`src/rtl/axis_pkg.sv`:
```
// Shared types and helpers for the packet arbiter slice.
package axis_pkg;

    // IDLE: no packet owns the output. BUSY: the input in grant owns it until its last beat.
    typedef enum logic {
        IDLE = 1'b0,
        BUSY = 1'b1
    } arb_state_t;

    // Number of words carried by one bus beat.
    function automatic int words_per_beat(input int bus_w, input int word_w);
        return bus_w / word_w;
    endfunction

endpackage

```
`src/rtl/axis_packet_arbiter_if.sv`:
```
// Bundle of the NUM_S input streams and the single output stream of the arbiter.
interface axis_packet_arbiter_if #(
    parameter int NUM_S      = 4,
    parameter int WORD_WIDTH = 8,
    parameter int BUS_WIDTH  = 8
);
    import axis_pkg::*;

    localparam int WORDS_PER_BEAT = words_per_beat(BUS_WIDTH, WORD_WIDTH);
    localparam int ID_W           = $clog2(NUM_S);

    // Input (slave-side) streams, one lane per producer.
    logic [NUM_S-1:0]                                      s_valid;
    logic [NUM_S-1:0]                                      s_ready;
    logic [NUM_S-1:0]                                      s_last;
    logic [NUM_S-1:0][WORDS_PER_BEAT-1:0][WORD_WIDTH-1:0] s_data;
    logic [NUM_S-1:0][WORDS_PER_BEAT-1:0]                  s_keep;

    // Shared output (master-side) stream.
    logic                                   m_ready;
    logic                                   m_valid;
    logic                                   m_last;
    logic [WORDS_PER_BEAT-1:0][WORD_WIDTH-1:0] m_data;
    logic [WORDS_PER_BEAT-1:0]              m_keep;
    logic [ID_W-1:0]                        m_id;

    // Arbiter view: it owns the output stream and the input readies.
    modport master (
        input  s_valid, s_last, s_data, s_keep, m_ready,
        output s_ready, m_valid, m_last, m_data, m_keep, m_id
    );

    // Environment view: producers drive the inputs, the sink drives m_ready.
    modport slave (
        output s_valid, s_last, s_data, s_keep, m_ready,
        input  s_ready, m_valid, m_last, m_data, m_keep, m_id
    );

endinterface

```
`src/rtl/rr_pick.sv`:
```
// Combinational round-robin picker: rotate requests so that the slot after
// i_last_grant sits at bit 0, take the lowest set bit, then rotate back.
module rr_pick #(
    parameter int NUM_S = 4,
    parameter int ID_W  = $clog2(NUM_S)
) (
    input  logic [NUM_S-1:0] i_req,
    input  logic [ID_W-1:0]  i_last_grant,
    output logic             o_any,
    output logic [ID_W-1:0]  o_winner
);

    localparam logic [ID_W:0] NUM_S_W = (ID_W+1)'(NUM_S);

    logic [ID_W:0]      w_start;     // first slot to consider, 1..NUM_S
    logic [2*NUM_S-1:0] w_req_dbl;
    logic [NUM_S-1:0]   w_rot;
    logic [ID_W-1:0]    w_offset;
    logic [ID_W:0]      w_sum;

    assign w_start   = {1'b0, i_last_grant} + (ID_W+1)'(1);
    assign w_req_dbl = {i_req, i_req};
    // Shifting the doubled vector implements a rotate for any NUM_S, not just powers of two.
    assign w_rot     = NUM_S'(w_req_dbl >> w_start);
    assign o_any     = |i_req;

    // Priority-encode the lowest set bit of the rotated request vector.
    always_comb begin
        w_offset = '0;
        for (int i = NUM_S - 1; i >= 0; i--) begin
            if (w_rot[i]) begin
                w_offset = ID_W'(i);
            end
        end
    end

    // Un-rotate the encoded offset back into an absolute input index.
    always_comb begin
        w_sum    = w_start + {1'b0, w_offset};
        o_winner = ID_W'((w_sum >= NUM_S_W) ? (w_sum - NUM_S_W) : w_sum);
    end

endmodule

```
`src/rtl/axis_packet_arbiter.sv`:
```
// Packet-level round-robin arbiter: NUM_S AXI-Stream inputs share one output.
// A grant is held from first beat to last beat; the data path is purely combinational.
module axis_packet_arbiter
    import axis_pkg::*;
#(
    parameter int NUM_S      = 4,
    parameter int WORD_WIDTH = 8,
    parameter int BUS_WIDTH  = 8
) (
    input  logic                  aclk,
    input  logic                  aresetn,
    axis_packet_arbiter_if.master bus
);

    localparam int WORDS_PER_BEAT = words_per_beat(BUS_WIDTH, WORD_WIDTH);
    localparam int ID_W           = $clog2(NUM_S);

    arb_state_t      r_state, w_state_next;
    logic [ID_W-1:0] r_grant, w_grant_next;
    logic [ID_W-1:0] r_last_grant, w_last_grant_next;

    logic [NUM_S-1:0] w_grant_onehot;
    logic [NUM_S-1:0] w_pick_req;
    logic [ID_W-1:0]  w_pick_base;
    logic             w_any;
    logic [ID_W-1:0]  w_winner;
    logic             w_pkt_end;

    logic [WORDS_PER_BEAT-1:0][WORD_WIDTH-1:0] w_m_data;
    logic [WORDS_PER_BEAT-1:0]                 w_m_keep;

    assign w_grant_onehot = NUM_S'(1) << r_grant;
    assign w_pkt_end      = (r_state == BUSY) && bus.s_valid[r_grant]
                            && bus.m_ready && bus.s_last[r_grant];

    // At a packet end the current owner's valid belongs to the beat being consumed,
    // not to a new request, so it is masked; the owner also becomes the rotation base
    // and therefore the lowest priority for the next packet.
    assign w_pick_req  = (r_state == BUSY) ? (bus.s_valid & ~w_grant_onehot) : bus.s_valid;
    assign w_pick_base = (r_state == BUSY) ? r_grant : r_last_grant;

    rr_pick #(
        .NUM_S (NUM_S),
        .ID_W  (ID_W)
    ) u_rr_pick (
        .i_req        (w_pick_req),
        .i_last_grant (w_pick_base),
        .o_any        (w_any),
        .o_winner     (w_winner)
    );

    // Next state: grant on any request from IDLE, re-arbitrate in the same edge at packet end.
    always_comb begin
        w_state_next      = r_state;
        w_grant_next      = r_grant;
        w_last_grant_next = r_last_grant;
        unique case (r_state)
            IDLE: begin
                if (w_any) begin
                    w_grant_next = w_winner;
                    w_state_next = BUSY;
                end
            end
            BUSY: begin
                if (w_pkt_end) begin
                    w_last_grant_next = r_grant;
                    if (w_any) begin
                        w_grant_next = w_winner;
                    end else begin
                        w_state_next = IDLE;
                    end
                end
            end
            default: w_state_next = IDLE;
        endcase
    end

    // State and grant registers; reset makes input 0 the first in line.
    always_ff @(posedge aclk or negedge aresetn) begin
        if (!aresetn) begin
            r_state      <= IDLE;
            r_grant      <= '0;
            r_last_grant <= ID_W'(NUM_S - 1);
        end else begin
            r_state      <= w_state_next;
            r_grant      <= w_grant_next;
            r_last_grant <= w_last_grant_next;
        end
    end

    // Output mux: only the granted input reaches the output and sees m_ready.
    always_comb begin
        bus.s_ready  = '0;
        bus.m_valid  = 1'b0;
        bus.m_last   = 1'b0;
        w_m_data     = '0;
        w_m_keep     = '0;
        if (r_state == BUSY) begin
            bus.m_valid = bus.s_valid[r_grant];
            bus.m_last  = bus.s_last[r_grant];
            w_m_data    = bus.s_data[r_grant];
            w_m_keep    = bus.s_keep[r_grant];
            bus.s_ready = bus.m_ready ? w_grant_onehot : '0;
        end
        bus.m_data = w_m_data;
        bus.m_keep = w_m_keep;
        bus.m_id   = r_grant;
    end

endmodule
```
`src/flat_wrapper.sv`:
```
// flat-port wrapper written by rule: the top's interface ports become plain ports
module axis_packet_arbiter_flat import axis_pkg::*;
#(
    parameter int NUM_S      = 4,
    parameter int WORD_WIDTH = 8,
    parameter int BUS_WIDTH  = 8
)
  (aclk, aresetn, bus_s_valid, bus_s_last, bus_s_data, bus_s_keep, bus_m_ready, bus_s_ready, bus_m_valid, bus_m_last, bus_m_data, bus_m_keep, bus_m_id);
  axis_packet_arbiter_if #(.NUM_S(NUM_S), .WORD_WIDTH(WORD_WIDTH), .BUS_WIDTH(BUS_WIDTH)) bus_i ();
  input  logic aclk;
  input  logic aresetn;
  input wire logic [$bits(bus_i.s_valid)-1:0] bus_s_valid;
  input wire logic [$bits(bus_i.s_last)-1:0] bus_s_last;
  input wire logic [$bits(bus_i.s_data)-1:0] bus_s_data;
  input wire logic [$bits(bus_i.s_keep)-1:0] bus_s_keep;
  input wire logic [$bits(bus_i.m_ready)-1:0] bus_m_ready;
  output wire logic [$bits(bus_i.s_ready)-1:0] bus_s_ready;
  output wire logic [$bits(bus_i.m_valid)-1:0] bus_m_valid;
  output wire logic [$bits(bus_i.m_last)-1:0] bus_m_last;
  output wire logic [$bits(bus_i.m_data)-1:0] bus_m_data;
  output wire logic [$bits(bus_i.m_keep)-1:0] bus_m_keep;
  output wire logic [$bits(bus_i.m_id)-1:0] bus_m_id;
  assign bus_i.s_valid = bus_s_valid;
  assign bus_i.s_last = bus_s_last;
  assign bus_i.s_data = bus_s_data;
  assign bus_i.s_keep = bus_s_keep;
  assign bus_i.m_ready = bus_m_ready;
  assign bus_s_ready = bus_i.s_ready;
  assign bus_m_valid = bus_i.m_valid;
  assign bus_m_last = bus_i.m_last;
  assign bus_m_data = bus_i.m_data;
  assign bus_m_keep = bus_i.m_keep;
  assign bus_m_id = bus_i.m_id;
  axis_packet_arbiter #(.NUM_S(NUM_S), .WORD_WIDTH(WORD_WIDTH), .BUS_WIDTH(BUS_WIDTH)) u_core (.aclk(aclk), .aresetn(aresetn), .bus(bus_i));
endmodule
```
`config.mk`:
```
export PLATFORM = sky130hd
export DESIGN_NAME = axis_packet_arbiter_flat
export DESIGN_NICKNAME = d
export VERILOG_FILES = /design/src/rtl/axis_pkg.sv /design/src/rtl/axis_packet_arbiter_if.sv /design/src/rtl/rr_pick.sv /design/src/rtl/axis_packet_arbiter.sv /design/src/flat_wrapper.sv
export SDC_FILE = /design/constraint.sdc
export NUM_CORES = 1
export LEC_CHECK = 0
export CAP_MARGIN = 30
export CORE_UTILIZATION = 31
export CTS_BUF_LIST = sky130_fd_sc_hd__clkbuf_2 sky130_fd_sc_hd__clkbuf_4 sky130_fd_sc_hd__clkbuf_8
export DETAILED_ROUTE_END_ITERATION = 12
export GPL_TIMING_DRIVEN = 0
export PLACE_DENSITY = 0.85
export RECOVER_POWER = 25
export SLEW_MARGIN = 20
export SYNTH_ARGS = -nofsm -noshare
export SYNTH_HDL_FRONTEND = slang
export SYNTH_SLANG_ARGS = --single-unit
```
`constraint.sdc`:
```
create_clock -name aclk -period 2.3 [get_ports aclk]
set_input_delay 0.69 -clock aclk [delete_from_list [all_inputs] [get_ports aclk]]
set_output_delay 0.69 -clock aclk [all_outputs]
set_load 0.1 [all_outputs]
```
### Word-level counts from Yosys, hierarchy flattened

Index checks and enable logic that the tools add are counted.

| operators by class | value |
|---|---|
| add/sub/neg operators | 3 |
| magnitude comparators | 2 |
| equal/unequal tests | 1 |
| shifts and indexed selects | 2 |
| muxes and demuxes | 27 |
| bitwise logic cells | 3 |
| reductions and logical operators | 5 |

Operators by type and width:

| kind | number |
|---|---|
| binary-select mux 8 bit (select 2 bit) | 1 |
| 2-to-1 mux 2 bit | 8 |
| 2-to-1 mux 8 bit | 2 |
| 2-to-1 mux 4 bit | 3 |
| 2-to-1 mux 1 bit | 8 |
| >> shifter 8 x 3 -> 4 bit | 1 |
| binary-select mux 1 bit (select 2 bit) | 3 |
| bitwise AND 4 bit | 1 |
| NOT 4 bit | 1 |
| one-hot mux 2 bit (2 select lines) | 1 |
| OR reduction 4 bit | 1 |
| left shift 1 x 2 -> 4 bit, first input constant | 1 |
| adder 2 x 1 -> 3 bit, second input constant | 1 |
| adder 3 x 2 -> 3 bit | 1 |
| greater-or-equal comparator 3 bit, second input constant | 1 |
| logical AND 1 bit | 3 |
| less-than comparator 2 x 3 -> 1 bit, second input constant | 1 |
| != test 2 bit, second input constant | 1 |
| one-hot mux 1 bit (2 select lines) | 1 |
| AND reduction 2 bit | 1 |
| subtractor 2 x 1 -> 2 bit, second input constant | 1 |
| NOT 1 bit | 1 |

| storage, ports and cells | value |
|---|---|
| bits in registers | 5 |
| output and inout port bits | 17 |

### Depth between registers and ports, before layout

Gate-level depths: netlist of run 1.

| depth | value |
|---|---|
| depth in word-level cells | 15 |
| depth in mapped cells | 10 |

### Modules after synthesis

A second synthesis of run 1 with hierarchy kept.

| unflattened totals | value |
|---|---|
| cell total of the unflattened synthesis | 89 |
| area, all modules | 884.6 um2 |

Modules (own cells, without submodules):

| module | times used | cells an instance | area an instance (um2) | sequential area each (um2) |
|---|---|---|---|---|
| axis_packet_arbiter | 1 | 63 | 709.4 | 127.6 |
| rr_pick | 1 | 26 | 175.2 | 0.0 |

### Least setup slack after synthesis of run 1

Ideal clock, no wire load.

| timing | value |
|---|---|
| path type | register to output |
| from | register u_core.r_grant[1], in the netlist u_core.bus.m_id[1] |
| to | output bus_s_ready[2] |
| data arrival time | 2.652 ns |
| data required time | 1.610 ns |
| path slack | -1.042 ns |
| stages on the path, launching flop included | 4 |
| buffers on the path | 1 |
| cells stage by stage | dfrtp_1 > buf_2 > nand3_1 > nor2_1 |

| on the way | value |
|---|---|
| word-level cells in the longest chain between the ends | 3 |

RTL lines:

| item | line | text |
|---|---|---|
| start: declaration | axis_packet_arbiter.sv:19 | `logic [ID_W-1:0] r_grant, w_grant_next;` |
| start signal: assignment | axis_packet_arbiter.sv:86 | `r_grant <= w_grant_next;` |
| left shift 1 x 2 -> 4 bit | axis_packet_arbiter.sv:32 | `assign w_grant_onehot = NUM_S'(1) << r_grant;` |
| 2-to-1 mux 4 bit | axis_packet_arbiter.sv:103 | `bus.s_ready = bus.m_ready ? w_grant_onehot : '0;` |
| 2-to-1 mux 4 bit | axis_packet_arbiter.sv:98 | `if (r_state == BUSY) begin` |
| end: declaration | flat_wrapper.sv:17 | `output wire logic [$bits(bus_i.s_ready)-1:0] bus_s_ready;` |

Every way passes these cells.

### Worst setup path in the final report of run 1

| timing | value |
|---|---|
| from | register u_core.r_grant[0], in the netlist u_core.bus.m_id[0] |
| to | output bus_m_data[5] |

| on the way | value |
|---|---|
| word-level cells in the longest chain between the ends | 3 |

RTL lines:

| item | line | text |
|---|---|---|
| binary-select mux 8 bit (select 2 bit) | axis_packet_arbiter.sv:101 | `w_m_data = bus.s_data[r_grant];` |
| 2-to-1 mux 8 bit (not written as such) | axis_packet_arbiter.sv:101 |  |
| 2-to-1 mux 8 bit | axis_packet_arbiter.sv:98 |  |
| end: declaration | flat_wrapper.sv:20 | `output wire logic [$bits(bus_i.m_data)-1:0] bus_m_data;` |

Every way passes these cells. The select of a mux whose other input is x is not followed.

==> results by group, run 1 <==
Hold path
  • Min-Delay Path Depth: 2
  • Hold Crit Class: flop to flop

Logic synthesis
  • Synth Flop Type: dfrtp_1
  • Yosys top cell by area: mux4_2
  • Fraction of registers with async set/reset: 100%
  • Seq/Total Area, Yosys: approximately 15%
  • Post-synth cell types: 36
  • Mapped cell area: 826 sq um
  • Mapped Cells: 88
  • Top-area cell type share of the netlist area: 24.5%
  • Top cells by area, synth: mux4_2, mux2i_1, dfrtp_1
  • Yosys reg bits: 5
  • Ys Warns: 0
  • Syn_nets: 136
  • EDFF count, synth: 0
  • Synth Area per Inst: 9.38 sq um

CTS
  • Clock Root Buffer: clkbuf_4
  • Hold-fix buffer count after cts: 0
  • CTS sink cnt: 5
  • Worst-skew pair later-pin latency: 0.26 ns
  • Inserted Clock Buffers: 3
  • H-Tree Depth: 1
  • Clk buf depth: 2
  • Clock Pin Slew Worst Setup and Hold Paths: around 0.040 ns
  • CTS tree: yes

Drt
  • Routed Antenna Nets: 0
  • Vias/cell: 5.46
  • Vias: between 1000 and 1500
  • # DRC: 0
  • First DRT Iteration DRCs: 31
  • Drt total wl: roughly 4.1 mm
  • Pre-antenna DRT Iters: 4
  • Mean routed wirelength per cell: 20.5 um

Place
  • Dpl cells: 181
  • Placed Area: around 1600 sq um
  • GP Congestion: 0.728
  • PortBufs: 63
  • Post-detail-place hpwl: 2.47 mm

GRT
  • Total GRT Usage: 27.4%
  • Vias in the first global route: 1082
  • First-pass GRT wire length: approximately 5.4 mm
  • Global route total overflow: 0
  • Initial antenna violation count: 0
  • Pin count of the biggest net entering global routing: 11

Die
  • Die area: 2870 sq um
  • Die height: 53.6 um
  • Ports: 64
  • Initial core utilization: 33.0%
  • Row count: 18
  • Core Region: 2500 sq um
  • Die width: 53.6 um

STA
  • RSZ-0062 raised after global routing: yes
  • Min cycle time layout: between 2 and 2.5 ns
  • Final number of hold-violating endpoints: 0
  • Fin Clk Skew: 0.0229 ns
  • FMAX: 401 MHz
  • Setup violators final: 11
  • Setup ws final: -0.193 ns
  • Slew HR: 35.5%
  • Period utilization: 108%
  • Max-slew violation count: 0
  • Worst Tran Pin Value: 0.971 ns

Final layout
  • Synth-to-layout area growth: 130%
  • Filler cells: ~140
  • Final cell count without fillers: ~200
  • Post-route cell area: 1900 sq um
  • Register Area: roughly 140 sq um
  • Nets: 218
  • # diodes: 0
  • Multi-input logic area: 781 sq um
  • Share of layout cells above drive strength 1: 50.9%
  • Core occupancy in the finished layout: 76.1%

Setup path
  • Reg2reg path depth: 10
  • CP dominant cell by count: buf_12
  • Critical path cell sequence: buf_12 > buf_16 > mux4_2 > and2_4 > buf_12
  • Critical path class: flop to output port
  • Critical Path RT: ~1.6 ns
  • Crit-path slowest cell: dfrtp_4
  • Worst setup EP type: output port
  • Max incr delay on CP: 0.49 ns
  • CP Max Fanout: 5
  • CP Launch Type: flop
  • CP Data Arrival Time: approximately 1.8 ns

Outcome
  • Status: finished, violations left
  • Failing checks: negative setup slack

Run
  • Max-Cap Viols: 0
[Yosys cell counts, types with 2 or more instances]
library cell,count
o21ai_1,3
mux2i_1,10
o22ai_1,2
mux2_4,2
dfstp_2,2
dfrtp_1,3
and2_1,10
nand2_1,8
buf_2,3
nor2_1,7
mux4_2,9
inv_1,2
a21oi_1,2
o21ai_0,3
[worst paths after layout]
check                                                   start                            endpoint  slack, ns
hold / removal             u_core.r_last_grant[0]$_DFFE_PN1P_  u_core.r_last_grant[0]$_DFFE_PN1P_       0.52
setup / recovery               u_core.bus.m_id[0]$_DFFE_PN0P_                       bus_m_data[5]      -0.19
setup reg to reg               u_core.bus.m_id[0]$_DFFE_PN0P_      u_core.bus.m_id[1]$_DFFE_PN0P_       0.06
min in group asynchronous                             aresetn      u_core.bus.m_id[1]$_DFFE_PN0P_       0.72
hold reg to reg            u_core.r_last_grant[0]$_DFFE_PN1P_  u_core.r_last_grant[0]$_DFFE_PN1P_       0.52
max in group asynchronous                             aresetn  u_core.r_last_grant[0]$_DFFE_PN1P_       1.29
[layout make-up]
class                      count  area share (%)
timing repair buffer          77            43.9
multi-input combinational     74            41.1
buffer                         6            3.75
clock buffer                   4            1.58
inverter                       3           0.592
tap                           30            1.97
sequential                     5            7.17
[cell families after synthesis]
logic type / count (synthesis) / synth area share (%)
mux: 23 / 43.3
flops: 5 / 15.5
buf+inv: 9 / 5.15
xor+xnor: 1 / 1.06
fa+ha+maj: 1 / 1.51
simple gates: 34 / 21.4
compound gates: 15 / 12.1
[timing repair]
action,4_1_cts,5_1_grt
gates resized for setup,188,22
endpoints found under the setup margin,19,16
pin swaps,3,6
gates cloned,1,0
setup buffers,9,4
[registers in the layout (all words and copies together) (netlist names)]
signal / count
u_core.r_state: 1
u_core.r_last_grant: 2
u_core.bus.m_id: 2
[layer usage]
layer / track usage (%) / routed length, um
met5: 0 / 0
met4: 7.89 / 52
met1: 28.8 / 1550
met2: 50.8 / 2120
met3: 9.32 / 361
[per-stage QoR]
step	hold slack, ns	setup WS [ns]	TNS [ns]
6_report	0.520	-0.193	-1.83
5_1_grt	0.532	-0.238	-2.45
4_1_cts	0.509	-0.179	-1.55
3_5_place_dp	0.501	-1.29	-16.89
2_1_floorplan	0.394	-0.0930	-0.744
3_3_place_gp	0.500	-1.27	-16.39
[worst max-delay path: cells and delay by family, from the launching register on]
family        cells  cell delay (ns)
flops             1             0.49
mux               1             0.43
buf+inv           3             0.44
simple gates      1             0.19
[layout by cell type (no fill, tap or decap), types with 2 or more instances in the layout]
master / netlist / routed
nand2_1: 8 / 7
clkbuf_2: 0 / 2
mux2i_2: 1 / 2
mux2i_1: 10 / 5
mux2_4: 2 / 2
a21oi_1: 2 / 2
buf_4: 0 / 13
nor2_4: 0 / 4
dfrtp_4: 0 / 2
buf_6: 0 / 4
dfstp_2: 2 / 2
o21ai_1: 3 / 4
buf_8: 0 / 2
buf_12: 0 / 14
clkbuf_4: 0 / 4
o21ai_0: 3 / 2
inv_1: 2 / 2
mux4_2: 9 / 9
nor2_1: 7 / 3
and2_4: 0 / 10
dlygate4sd2_1: 0 / 45
mux2i_4: 0 / 4
Power of run 1 is not shown: default switching activity piles up to over one toggle a cycle in this logic, so the estimate is an artifact.
==> run 2, diff against run 1 <==
CTS_CLUSTER_SIZE = 10   (was default)
==> results of run 2 <==
Same layout as run 1: the final DEF is identical, and so are final timing and power.
Power of run 2 is left out for the same reason.
==> run 3, diff against run 2 <==
CORE_UTILIZATION = 32   (was 31)
PLACE_DENSITY = 0.84   (was 0.85)
SYNTH_HIERARCHICAL = 1   (was default)
==> results by group, run 3 <==
Outcome
  • Status: finished, violations left
  • Failing checks: negative setup slack

Drt
  • Routed Antenna Nets: 0 (unchanged)
  • # DRC: 0 (unchanged)
  • Mean routed wirelength per cell: 18.9 um (-8.1%)
  • Vias/cell: 5.48 (+0.24%)
  • Drt total wl: 3.81 mm (-6.7%)
  • Pre-antenna DRT Iters: 4 (unchanged)
  • Vias: 1106 (+1.7%)
  • First DRT Iteration DRCs: 23 (-26%)

STA
  • Worst Tran Pin Value: 0.970 ns (-0.00121 ns)
  • Max-slew violation count: 0 (unchanged)
  • RSZ-0062 raised after global routing: yes
  • Final number of hold-violating endpoints: 0 (unchanged)
  • Min cycle time layout: 2.50 ns (+0.00750 ns)
  • Period utilization: 109% (+0.33 points)
  • FMAX: 400 MHz (-0.30%)
  • Fin Clk Skew: 0.00324 ns (-0.0197 ns)
  • Setup violators final: 12 (+1)
  • Slew HR: 35.6% (+0.081 points)
  • Setup ws final: -0.201 ns (-0.00750 ns)

Die
  • Row count: 18 (unchanged)
  • Ports: 64 (unchanged)
  • Core Region: 2540 sq um (+1.8%)
  • Die width: 54.6 um (+1.8%)
  • Die area: 2980 sq um (+3.6%)
  • Initial core utilization: 34.8% (+1.7 points)
  • Die height: 54.6 um (+1.8%)

Place
  • GP Congestion: 0.743 (+2.0%)
  • Post-detail-place hpwl: 2.41 mm (-2.5%)
  • PortBufs: 63 (unchanged)
  • Placed Area: 1680 sq um (+6.0%)

CTS
  • Clk buf depth: 2 (unchanged)
  • Hold-fix buffer count after cts: 0 (unchanged)
  • Inserted Clock Buffers: 3 (unchanged)
  • Clock Pin Slew Worst Setup and Hold Paths: 0.04 ns (about the same)
  • Clock Root Buffer: clkbuf_4
  • H-Tree Depth: 1 (unchanged)
  • Worst-skew pair later-pin latency: 0.24 ns (-0.02 ns)
  • CTS tree: yes
  • CTS sink cnt: 5 (unchanged)

Final layout
  • Nets: 221 (+1.4%)
  • Share of layout cells above drive strength 1: 55.2% (+4.3 points)
  • Post-route cell area: 1970 sq um (+3.8%)
  • Leading cell types in the layout, fill and taps excluded: dlygate4sd2_1, clkdlybuf4s15_1, buf_12, and2_4, mux4_2
  • Synth-to-layout area growth: 123%
  • Most common cell after layout, fill and taps aside: dlygate4sd2_1
  • # diodes: 0 (unchanged)

GRT
  • Vias in the first global route: 1083 (+0.092%)
  • First-pass GRT wire length: 5.31 mm (-1.8%)
  • Initial antenna violation count: 0 (unchanged)
  • Total GRT Usage: 25.8% (-1.5 points)
  • Global route total overflow: 0 (unchanged)
  • Pin count of the biggest net entering global routing: 11 (unchanged)

Logic synthesis
  • Ys Warns: 6 (+6)
  • Syn_nets: 137 (+0.74%)
  • Fraction of registers with async set/reset: 100% (unchanged)
  • Mapped cell area: 885 sq um (+7.1%)
  • Yosys reg bits: 5 (unchanged)
  • Commonest cells in the netlist: and2_1, inv_1, nand2_1
  • Synth Flop Type: dfrtp_1
  • Top-area cell type share of the netlist area: 17.8% (-6.7 points)
  • Post-synth cell types: 37 (+2.8%)
  • Mapped Cells: 89 (+1.1%)
  • Synth Area per Inst: 9.94 sq um (+5.9%)
  • Top cells by area, synth: mux4_1, mux4_2, and2_1
  • Seq/Total Area, Yosys: 14.4% (-1.0 points)
  • Most common cell in the synthesized netlist: and2_1
  • Yosys top cell by area: mux4_1
  • EDFF count, synth: 0 (unchanged)

Setup path
  • Critical Path RT: 1.61 ns (about the same)
  • CP Max Fanout: 6 (+1)
  • CP Data Arrival Time: 1.81 ns (about the same)
  • Critical path class: flop to output port
  • CP Launch Type: flop
  • Worst setup EP type: output port

Run
  • Max-Cap Viols: 0 (unchanged)

Hold path
  • Hold Crit Class: flop to flop
run 3: cell count changes in the layout (fill, tap and decap cells not counted), moves of 3 or more:
cell             before  now
dlygate4sd2_1        45   20
mux2i_1               5    2
buf_4                13   10
o21a_1                0    3
nor2_4                4    0
inv_1                 2    6
clkdlybuf4s15_1       0   19
nor2_1                3    0
mux2i_4               4    0
buf_2                 0    7
buf_12               14   18
run 3: final cells by class:
type	count	area (sq um)
tap	30	37.5
inverter	8	32.5
sequential	5	136
buffer	6	95.1
timing repair buffer	79	871
fill	158	572
multi-input combinational	70	771
clock buffer	4	30.0
run 3: repair_timing:
action / 4_1_cts / 5_1_grt
pin swaps: 7 / 2
resized for setup: 230 / 10
setup buffers: 10 / 6
endpoints found under the setup margin: 19 / 15
run 3: worst paths after layout:
| check | startpoint | end | slack, ns | depth (start not counted) |
|---|---|---|---|---|
| setup / recovery | u_core/bus.m_id[0]$_DFFE_PN0P_ | bus_m_valid | -0.20 | 5 |
| min in group asynchronous | aresetn | u_core/bus.m_id[1]$_DFFE_PN0P_ | 0.73 | 1 |
| hold reg to reg | u_core/r_last_grant[0]$_DFFE_PN1P_ | u_core/r_last_grant[0]$_DFFE_PN1P_ | 0.54 | 2 |
| hold / removal | u_core/r_last_grant[0]$_DFFE_PN1P_ | u_core/r_last_grant[0]$_DFFE_PN1P_ | 0.54 | 2 |
| max in group asynchronous | aresetn | u_core/r_last_grant[0]$_DFFE_PN1P_ | 1.31 | 1 |
| setup reg to reg | u_core/bus.m_id[1]$_DFFE_PN0P_ | u_core/bus.m_id[1]$_DFFE_PN0P_ | -0.07 | 11 |
run 3: through the flow:
stage	setup slack, ns	std cells	hold slack, ns	TNS, ns	utilization [%]
3_5_place_dp	-1.25	182	0.506	-17.78	66.1
4_1_cts	-0.167	196	0.512	-1.59	75.0
5_1_grt	-0.248	202	0.571	-2.49	77.5
2_1_floorplan	-0.178	89	0.394	-0.824	-
6_report	-0.201	202	0.537	-1.81	77.5
3_3_place_gp	-1.23	182	0.479	-17.22	66.1
run 3: critical path, stage by stage, from the launching register on:
cell and delay [ns]:
dfrtp_4 0.48, buf_12 0.15, buf_6 0.12, mux4_2 0.46, and2_4 0.20, buf_12 0.16
run 3: kinds of logic after synthesis:
group | Yosys count | share of synthesized area (%)
AO/OA/AOI/OAI | 19 | 18.4
buffers and inverters | 14 | 7.21
adder cells (fa/ha/maj) | 1 | 1.41
flip-flops | 5 | 14.4
AND/OR/NAND/NOR | 34 | 22.5
XOR/XNOR | 2 | 1.98
multiplexers | 14 | 34.1
run 3: metal layers:
| metal | share of wire [%] | routed length, um | track usage [%] |
|---|---|---|---|
| met1 | 37 | 1420 | 28.4 |
| met2 | 51 | 1960 | 48.6 |
| met3 | 10 | 380 | 6.39 |
| met4 | 1.5 | 59 | 6.84 |
| met5 | 0 | 0 | 0 |
Power of run 3 is left out for the same reason.
